<file path="config.mk">
export PLATFORM = sky130hd
export DESIGN_NAME = seg7_scan_decoder
export DESIGN_NICKNAME = d
export VERILOG_FILES = /design/src/rtl/seg7_scan_decoder.sv
export SDC_FILE = /design/constraint.sdc
export NUM_CORES = 1
export LEC_CHECK = 0
export BUFFER_PORTS_ARGS = -buffer_cell sky130_fd_sc_hd__buf_2
export CORE_ASPECT_RATIO = 0.9
export CORE_UTILIZATION = 43
export CTS_CLUSTER_SIZE = 28
export DETAILED_ROUTE_END_ITERATION = 8
export GPL_TIMING_DRIVEN = 0
export MAX_ROUTING_LAYER = met4
export PLACE_DENSITY = 0.68
export SLEW_MARGIN = 20
export SYNTH_ARGS = -nofsm -noshare
export SYNTH_HDL_FRONTEND = slang
export SYNTH_SLANG_ARGS = --single-unit
</file>
<file path="constraint.sdc">
create_clock -name clk -period 3.3 [get_ports clk]
set_input_delay 0.66 -clock clk [delete_from_list [all_inputs] [get_ports clk]]
set_output_delay 0.66 -clock clk [all_outputs]
set_load 0.01 [all_outputs]
</file>
<file path="src/rtl/seg7_scan_decoder.sv">
// seg7_scan_decoder
//   Receiving side of a multiplexed, active-low 7-segment scan. Rebuilds the
//   NDIG-digit hex value being displayed, flags blank digits, and records any
//   illegal segment pattern.
//
//   Optional build macro SEG7_SCAN_TIMEOUT_EN adds a capture watchdog that
//   raises Stale and drops the partial frame after TIMEOUT_CYCLES without a
//   digit capture. Without the macro Stale is constant 0.
//
// Ports
//   clk        system clock
//   reset      synchronous, active-low reset
//   Segments   active-low segments, bit0=a .. bit6=g
//   Anodes     active-low digit enables, exactly one low selects a digit
//   Value      last complete frame, digit i in bits [4i+3:4i]
//   BlankMask  bit i set when digit i was blank in the last frame
//   FrameValid one-cycle pulse when Value/BlankMask update
//   SegErr     sticky illegal non-blank pattern flag
//   Stale      no capture within TIMEOUT_CYCLES (timeout build only)
module seg7_scan_decoder #(
  parameter int unsigned NDIG           = 8,
  parameter int unsigned STABLE_CYCLES  = 4,
  parameter int unsigned TIMEOUT_CYCLES = 100000
) (
  input  logic              clk,
  input  logic              reset,
  input  logic [6:0]        Segments,
  input  logic [NDIG-1:0]   Anodes,
  output logic [4*NDIG-1:0] Value,
  output logic [NDIG-1:0]   BlankMask,
  output logic              FrameValid,
  output logic              SegErr,
  output logic              Stale
);

  localparam int unsigned IW     = (NDIG > 1) ? $clog2(NDIG) : 1;
  localparam logic [7:0]  STABLE = STABLE_CYCLES[7:0];

  typedef enum logic [1:0] {
    S_WAIT,
    S_COUNT,
    S_HELD
  } state_t;

  state_t state, state_nx;

  logic [NDIG-1:0]   a_r, a_p;
  logic [6:0]        s_r, s_p;
  logic [7:0]        cnt, cnt_nx;
  logic [NDIG-1:0]   na;
  logic              valid, same, cap;
  logic [IW-1:0]     idx;
  logic [6:0]        pat;
  logic [3:0]        nib;
  logic              blank, illegal;
  logic [NDIG-1:0]   seen, seen_nx;
  logic              complete;
  logic [4*NDIG-1:0] fbuf;
  logic [NDIG-1:0]   bbuf;
  logic              tmo_hit;

  // Anode qualification and digit index on the registered sample
  assign na    = ~a_r;
  assign valid = (na != '0) && ((na & (na - 1'b1)) == '0);
  assign same  = (a_r == a_p) && (s_r == s_p);
  assign pat   = ~s_r;

  always_comb begin
    idx = '0;
    for (int unsigned i = 0; i < NDIG; i++) begin
      if (!a_r[i]) idx = i[IW-1:0];
    end
  end

  always_comb begin
    nib     = '0;
    blank   = 1'b0;
    illegal = 1'b0;
    case (pat)
      7'h3F: nib = 4'h0;
      7'h06: nib = 4'h1;
      7'h5B: nib = 4'h2;
      7'h4F: nib = 4'h3;
      7'h66: nib = 4'h4;
      7'h6D: nib = 4'h5;
      7'h7D: nib = 4'h6;
      7'h07: nib = 4'h7;
      7'h7F: nib = 4'h8;
      7'h6F: nib = 4'h9;
      7'h77: nib = 4'hA;
      7'h7C: nib = 4'hB;
      7'h39: nib = 4'hC;
      7'h5E: nib = 4'hD;
      7'h79: nib = 4'hE;
      7'h71: nib = 4'hF;
      7'h00: blank = 1'b1;
      default: illegal = 1'b1;
    endcase
  end

  // Dwell FSM: HELD blocks recapture of a sample that has already been taken
  always_comb begin
    state_nx = state;
    cnt_nx   = cnt;
    cap      = 1'b0;
    case (state)
      S_WAIT: begin
        if (valid) begin
          state_nx = S_COUNT;
          cnt_nx   = 8'd1;
        end
      end
      S_COUNT: begin
        if (!valid) begin
          state_nx = S_WAIT;
          cnt_nx   = '0;
        end else if (same) begin
          cnt_nx = cnt + 1'b1;
        end else begin
          cnt_nx = 8'd1;
        end
      end
      S_HELD: begin
        if (!valid) begin
          state_nx = S_WAIT;
          cnt_nx   = '0;
        end else if (!same) begin
          state_nx = S_COUNT;
          cnt_nx   = 8'd1;
        end
      end
      default: begin
        state_nx = S_WAIT;
        cnt_nx   = '0;
      end
    endcase
    // Threshold check after the transition so STABLE_CYCLES=1 captures on entry
    if (state_nx == S_COUNT && cnt_nx == STABLE) begin
      cap      = 1'b1;
      state_nx = S_HELD;
    end
  end

  // Frame completion clears seen on the same edge a new capture may set a bit
  always_comb begin
    complete = &seen;
    seen_nx  = complete ? '0 : seen;
    if (cap) seen_nx[idx] = 1'b1;
    if (tmo_hit) seen_nx = '0;
  end

  always_ff @(posedge clk) begin
    if (!reset) begin
      a_r        <= '1;
      s_r        <= '1;
      a_p        <= '1;
      s_p        <= '1;
      state      <= S_WAIT;
      cnt        <= '0;
      seen       <= '0;
      fbuf       <= '0;
      bbuf       <= '0;
      Value      <= '0;
      BlankMask  <= '0;
      FrameValid <= 1'b0;
      SegErr     <= 1'b0;
    end else begin
      a_r        <= Anodes;
      s_r        <= Segments;
      a_p        <= a_r;
      s_p        <= s_r;
      state      <= state_nx;
      cnt        <= cnt_nx;
      seen       <= seen_nx;
      FrameValid <= complete;
      if (complete) begin
        Value     <= fbuf;
        BlankMask <= bbuf;
      end
      if (cap) begin
        fbuf[{idx, 2'b00} +: 4] <= nib;
        bbuf[idx]               <= blank;
        if (illegal) SegErr <= 1'b1;
      end
    end
  end

`ifdef SEG7_SCAN_TIMEOUT_EN
  localparam int unsigned TW   = $clog2(TIMEOUT_CYCLES + 1);
  localparam logic [TW-1:0] TLIM = TIMEOUT_CYCLES[TW-1:0];

  logic [TW-1:0] tcnt;

  assign tmo_hit = !cap && (tcnt != TLIM) && ((tcnt + 1'b1) == TLIM);

  always_ff @(posedge clk) begin
    if (!reset) begin
      tcnt  <= '0;
      Stale <= 1'b0;
    end else if (cap) begin
      tcnt  <= '0;
      Stale <= 1'b0;
    end else begin
      if (tcnt != TLIM) tcnt <= tcnt + 1'b1;
      if (tmo_hit) Stale <= 1'b1;
    end
  end
`else
  assign tmo_hit = 1'b0;
  // TIMEOUT_CYCLES has no effect without the watchdog; the term folds to 0
  assign Stale   = (TIMEOUT_CYCLES == 0) && 1'b0;
`endif

endmodule
</file>
[Word-level counts from Yosys, hierarchy flattened]
Cells that the tools add are included.
Widths: inputs -> output; s select.
Operators by class
  mux-type cells: 28
  reductions and logical operators: 12
  magnitude comparators: 2
  equal/unequal tests: 22
  shift operators: 2
  add/subtract/negate cells: 3
  bitwise logic cells: 6
Operators by type and width (number)
  $eq 7x7->1 const B: 12
  $pmux 4 s15: 1
  $mux 8: 7
  $bwmux 32: 1
  $shift 4x7->32 const A: 1
  $shiftx 4x7->32: 1
  $pmux 8 s3: 1
  $reduce_or 17->1: 1
  $mux 3: 5
  $eq 7x3->1 const B: 2
  $eq 7x6->1 const B: 2
  $mux 2: 6
  $add 8x1->8 const B: 1
  $and 8x8->8: 1
  $bwmux 8: 1
  $eq 8x3->1 const B: 1
  $eq 8x8->1: 1
  $logic_not 8->1: 1
  $not 8->8: 1
  $or 8x8->8: 1
  $reduce_and 8->1: 1
  $reduce_bool 8->1: 1
  $sub 8x1->8 const B: 1
  $eq 7x7->1: 1
  15 further kinds: 23
Storage, ports and cells
  logic and storage cells: 89
  flip-flop bits (word level): 130
  output and inout port bits: 43
  input port bits: 17

[Longest topological paths before layout]
  depth in word-level cells: 13
  gate-level depth with buffers: 14
  depth with buffers taken out: 13

[Worst setup path before layout]
No wires, ideal clock.
  path kind: reg-to-reg
  start: register a_r[4]
  end: register fbuf[10]
  library setup time: 0.124 ns
  buffers on the path: 1
  cell stages (with the launch flop): 13
  data required time: 3.176 ns
  period minus slack after synthesis: 2.966 ns
  data arrival time: 2.843 ns
  path slack: 0.334 ns
  path through: dfxtp_1 -> buf_2 -> nand2_1 -> a21oi_1 -> nor2_1 -> nand2_1 -> inv_1 -> ha_1 -> ha_1 -> or4b_2 -> or3_1 -> o41ai_1 -> nor2_1
Between the ends
  longest elaborated chain between the ends: 10
  elaborated cells on any way between the ends: 31
  those cells by class: 2 x add/sub; 3 x eq/ne; 2 x shift; 17 x mux; 2 x bitwise; 5 x reduce/logical
Ends and longest elaborated chain
  start: declaration: RTL line 47  | logic [NDIG-1:0] a_r, a_p;
  start signal: assignment: RTL line 168  | a_r <= Anodes;
  $not 8->8: RTL line 63  | assign na = ~a_r;
  $sub 8x1->8: RTL line 64  | assign valid = (na != '0) && ((na & (na - 1'b1)) == '0);
  $and 8x8->8: RTL line 64
  $logic_not 8->1: RTL line 64
  $logic_and 1x1->1: RTL line 64
  $mux 8, or another cell as far along: RTL line 124  | if (!valid) begin
  $pmux 8 s3 or $pmux 2 s3 (tied branches): RTL line 106  | case (state)
  $eq 8x3->1 or $eq 2x1->1 (tied branches): RTL line 138  | if (state_nx == S_COUNT && cnt_nx == STABLE) begin
  $logic_and 1x1->1: RTL line 138
  $mux 1: RTL line 138
  end signal: indexed assignment: RTL line 181  | fbuf[{idx, 2'b00} +: 4] <= nib;
  end: declaration: RTL line 58  | logic [4*NDIG-1:0] fbuf;
Parallel ways exist; a longest one is shown, timed or not.
A chain may end at the register's enable or synchronous reset.

[Worst setup path in the final report]
  start: register a_r[2]
  end: register fbuf[10]
The elaborated chain is that of the path after synthesis.

==> results.sh <==
export IMPL_die_x_um=125
export IMPL_cts_tree="done"
export IMPL_drtIter0Drc=372
export IMPL_yosysUniqueCellTypes=65
export IMPL_crit_path_top_delay_cell="or4b_2"
export IMPL_mostFrequentLayoutCells="nand2_1, dfxtp_1, buf_2"
export IMPL_wire_per_inst_um=15.8
export IMPL_hold_class="input pin to flip-flop"
export IMPL_areaGrowthSynthToFinish_pct=19.0
export IMPL_cts_sinks=130
export IMPL_p_leak_nw=2.71
export IMPL_hold_viol=0
export IMPL_r2r_cells=12
export IMPL_critical_path_arrival_ns=3.58
export IMPL_final_area_sq_um=6980
export IMPL_ir_drop_v=0.000371
export IMPL_numCtsBuffers=17
export IMPL_core_area_sq_um=13300
export IMPL_p_clk_share_pct=48.4
export IMPL_path_clk_slew_ns=0.06
export IMPL_grt_setup_unrepaired="true"
export IMPL_worstSetupPathType="flip-flop to flip-flop"
export IMPL_maxCapViolations=0
export IMPL_fin_util_pct=52.5
export IMPL_io_buffers=57
export IMPL_mappedNetlistArea_sq_um=5870
export IMPL_cp_start_kind="flip-flop"
export IMPL_grt_pass1_vias=4885
export IMPL_yosysWarnings=0
export IMPL_drc=0
export IMPL_htreeDepth=4
export IMPL_r2r_setup_slack_ns=0.03
export IMPL_io_pins=60
export IMPL_ys_seq_area_share_pct=44.4
export IMPL_max_stage_delay_ns=0.77
export IMPL_setup_viol_count_final=0
export IMPL_num_antenna_cells=0
export IMPL_placed_area_sq_um=6380
export IMPL_synth_flop_cell="dfxtp_1"
export IMPL_worstSetupStartpoint="a_r[2]"
export IMPL_critPathRequiredTime_ns=3.60
export IMPL_timing_final_crit_share_pct=99.2
export IMPL_slew_headroom_pct=45.9
export IMPL_worstHoldEndpoint="s_r[0]"
export IMPL_dieArea_sq_um=14100
export IMPL_ant_nets=0
export IMPL_slew_violations=0
export IMPL_clock_skew_ns=0.00694
export IMPL_nets=774
export IMPL_p_seq_share_pct=44.1
export IMPL_hpwl_mm=10.8
export IMPL_start_util_pct=44.1
export IMPL_use_met1_pct=28.7
export IMPL_endpoint_kind="flip-flop"
export IMPL_grt_pass1_wl_mm=24.3
export IMPL_syn_area_per_cell_sq_um=8.65
export IMPL_clk_path_buf_depth=2
export IMPL_syn_nets=698
export IMPL_drt_wl_total_mm=14.7
export IMPL_ys_ff_latch=130
export IMPL_worstMarginPinSlew_ns=0.810
export IMPL_p_per_area_nw_per_um2=521
export IMPL_synth_edf_count=0
export IMPL_min_period_ns=3.27
export IMPL_timing_fmax_mhz=306
export IMPL_grtUsageMet3_pct=4.73
export IMPL_clkLatencyLatePin_ns=0.42
export IMPL_r2r_end="fbuf[10]"
export IMPL_async_flop_share_pct=0
export IMPL_layout_cells_most_common="nand2_1"
export IMPL_grt_max_degree=17
export IMPL_grt_busiest_layer="met2"
export IMPL_timing_hold_ws_ns=0.415
export IMPL_antenna_found_initial=0
export IMPL_vias=5100
export IMPL_grt_util_met2_pct=35.5
export IMPL_path_max_fanout=8
export IMPL_cts_root_buf="clkbuf_16"
export IMPL_grt_usage_pct=22.5
export IMPL_power_frac_comb_pct=7.5
export IMPL_drive_above_1_share_pct=16.6
export IMPL_hp_start="Segments[0]"
export IMPL_gp_congestion=0.922
export IMPL_gr_total_overflow=0
export IMPL_path_cells="buf_2, nand2b_1, a21oi_4, nor2_1, nand2_2, inv_1, ha_1, ha_1, or4b_2, or3_1, o41ai_2, nor2_1"
export IMPL_die_y_um=113
export IMPL_swShare_pct=23.8
export IMPL_status="finished clean"
export IMPL_synthCells=678
export IMPL_vias_per_cell=5.46
export IMPL_p_total_mw=3.64
export IMPL_drtPass1Iterations=7
export IMPL_timing_rr_start="a_r[2]"
export IMPL_power_switching_mw=0.867
export IMPL_power_internal_mw=2.77
export IMPL_min_path_cells=2
export IMPL_row_count=40
==> cell usage after synthesis, types with 7 or more instances <==
library cell / n / area, sq um
nand2_1: 142 / 533
dfxtp_1: 130 / 2600
a21boi_0: 42 / 315
nand2b_1: 38 / 238
clkbuf_1: 33 / 124
nor2_1: 29 / 109
mux2i_1: 24 / 240
a31oi_1: 23 / 144
nand4_1: 16 / 100
o41ai_1: 15 / 131
nand3_1: 13 / 65.1
buf_2: 12 / 60.1
xor2_1: 10 / 87.6
a21boi_1: 9 / 67.6
inv_1: 9 / 33.8
nor3_1: 8 / 40.0
o21ai_0: 8 / 40.0
xnor2_1: 8 / 70.1
buf_4: 7 / 52.6
nor2b_1: 7 / 43.8
==> stage by stage <==
step	TNS, ns	cells	setup WS, ns
6_report	0	934	0.0269
5_1_grt	-0.270	934	-0.109
4_1_cts	0	934	0.0138
3_5_place_dp	-0.328	903	-0.143
3_3_place_gp	-0.251	903	-0.0750
2_1_floorplan	0	678	0.334
==> layer usage <==
layer | share of wire [%] | routed length [um]
met3 | 5.3 | 781
met1 | 47 | 6940
met4 | 1.4 | 208
met5 | 0 | 0
met2 | 46 | 6800
==> state kept, by name, summed over array words and instances (netlist names), 2 cells and up <==
register	flops
a_r	8
bbuf	8
s_p	7
fbuf	32
seen	8
BlankMask	8
Value	32
s_r	7
a_p	8
cnt	8
state	2
==> cells by family after synthesis <==
kind of cell,count (synthesis),share of synthesized area (%)
and+or+nand+nor,304,26.1
AOI/OAI and AO/OA,134,17.1
DFF,130,44.4
buffers and inverters,63,4.73
muxes,24,4.09
xor gates and xnor gates,18,2.69
adders and majority gates,4,0.810
other,1,0.0639
==> worst max path at each step <==
stage               endpoint  slack, ns
detailed placement   fbuf[3]      -0.14
finish              fbuf[10]       0.03
CTS                 fbuf[10]       0.01
floorplan           fbuf[10]       0.33
global placement     fbuf[2]      -0.07
global route        fbuf[10]      -0.11
==> worst max-delay path: cells and delay by family, from the launching register on <==
| kind | cells | cell delay [ns] |
|---|---|---|
| flip-flops | 1 | 0.30 |
| adder cells (fa/ha/maj) | 2 | 0.41 |
| AND/OR/NAND/NOR | 6 | 1.59 |
| buffers and inverters | 2 | 0.27 |
| AO/OA/AOI/OAI | 2 | 0.56 |
==> power by group through the flow <==
stage          combinational [mW]  sequential (mW)  clock [mW]
4_1_cts                     0.260             1.61        1.79
6_report                    0.272             1.61        1.76
3_3_place_gp                0.253             1.64           0
3_5_place_dp                0.257             1.64           0
2_1_floorplan               0.193             1.63           0
5_1_grt                     0.301             1.61        1.86
==> area by class of cell <==
class                      count  area, sq um
buffer                        54          246
clock buffer                  21          470
clock inverter                10         85.1
fill                        1248         6330
inverter                       9         33.8
multi-input combinational    485         3050
sequential                   130         2600
tap                          168          210
timing repair buffer          57          285
==> timing repair <==
action,CTS,global route
hold buffers,0,0
buffers inserted,0,0
resized for setup,3,7
endpoints found under the setup margin,4,14
pin swaps,0,0
No activity file was read; power rests on OpenSTA's default activity.
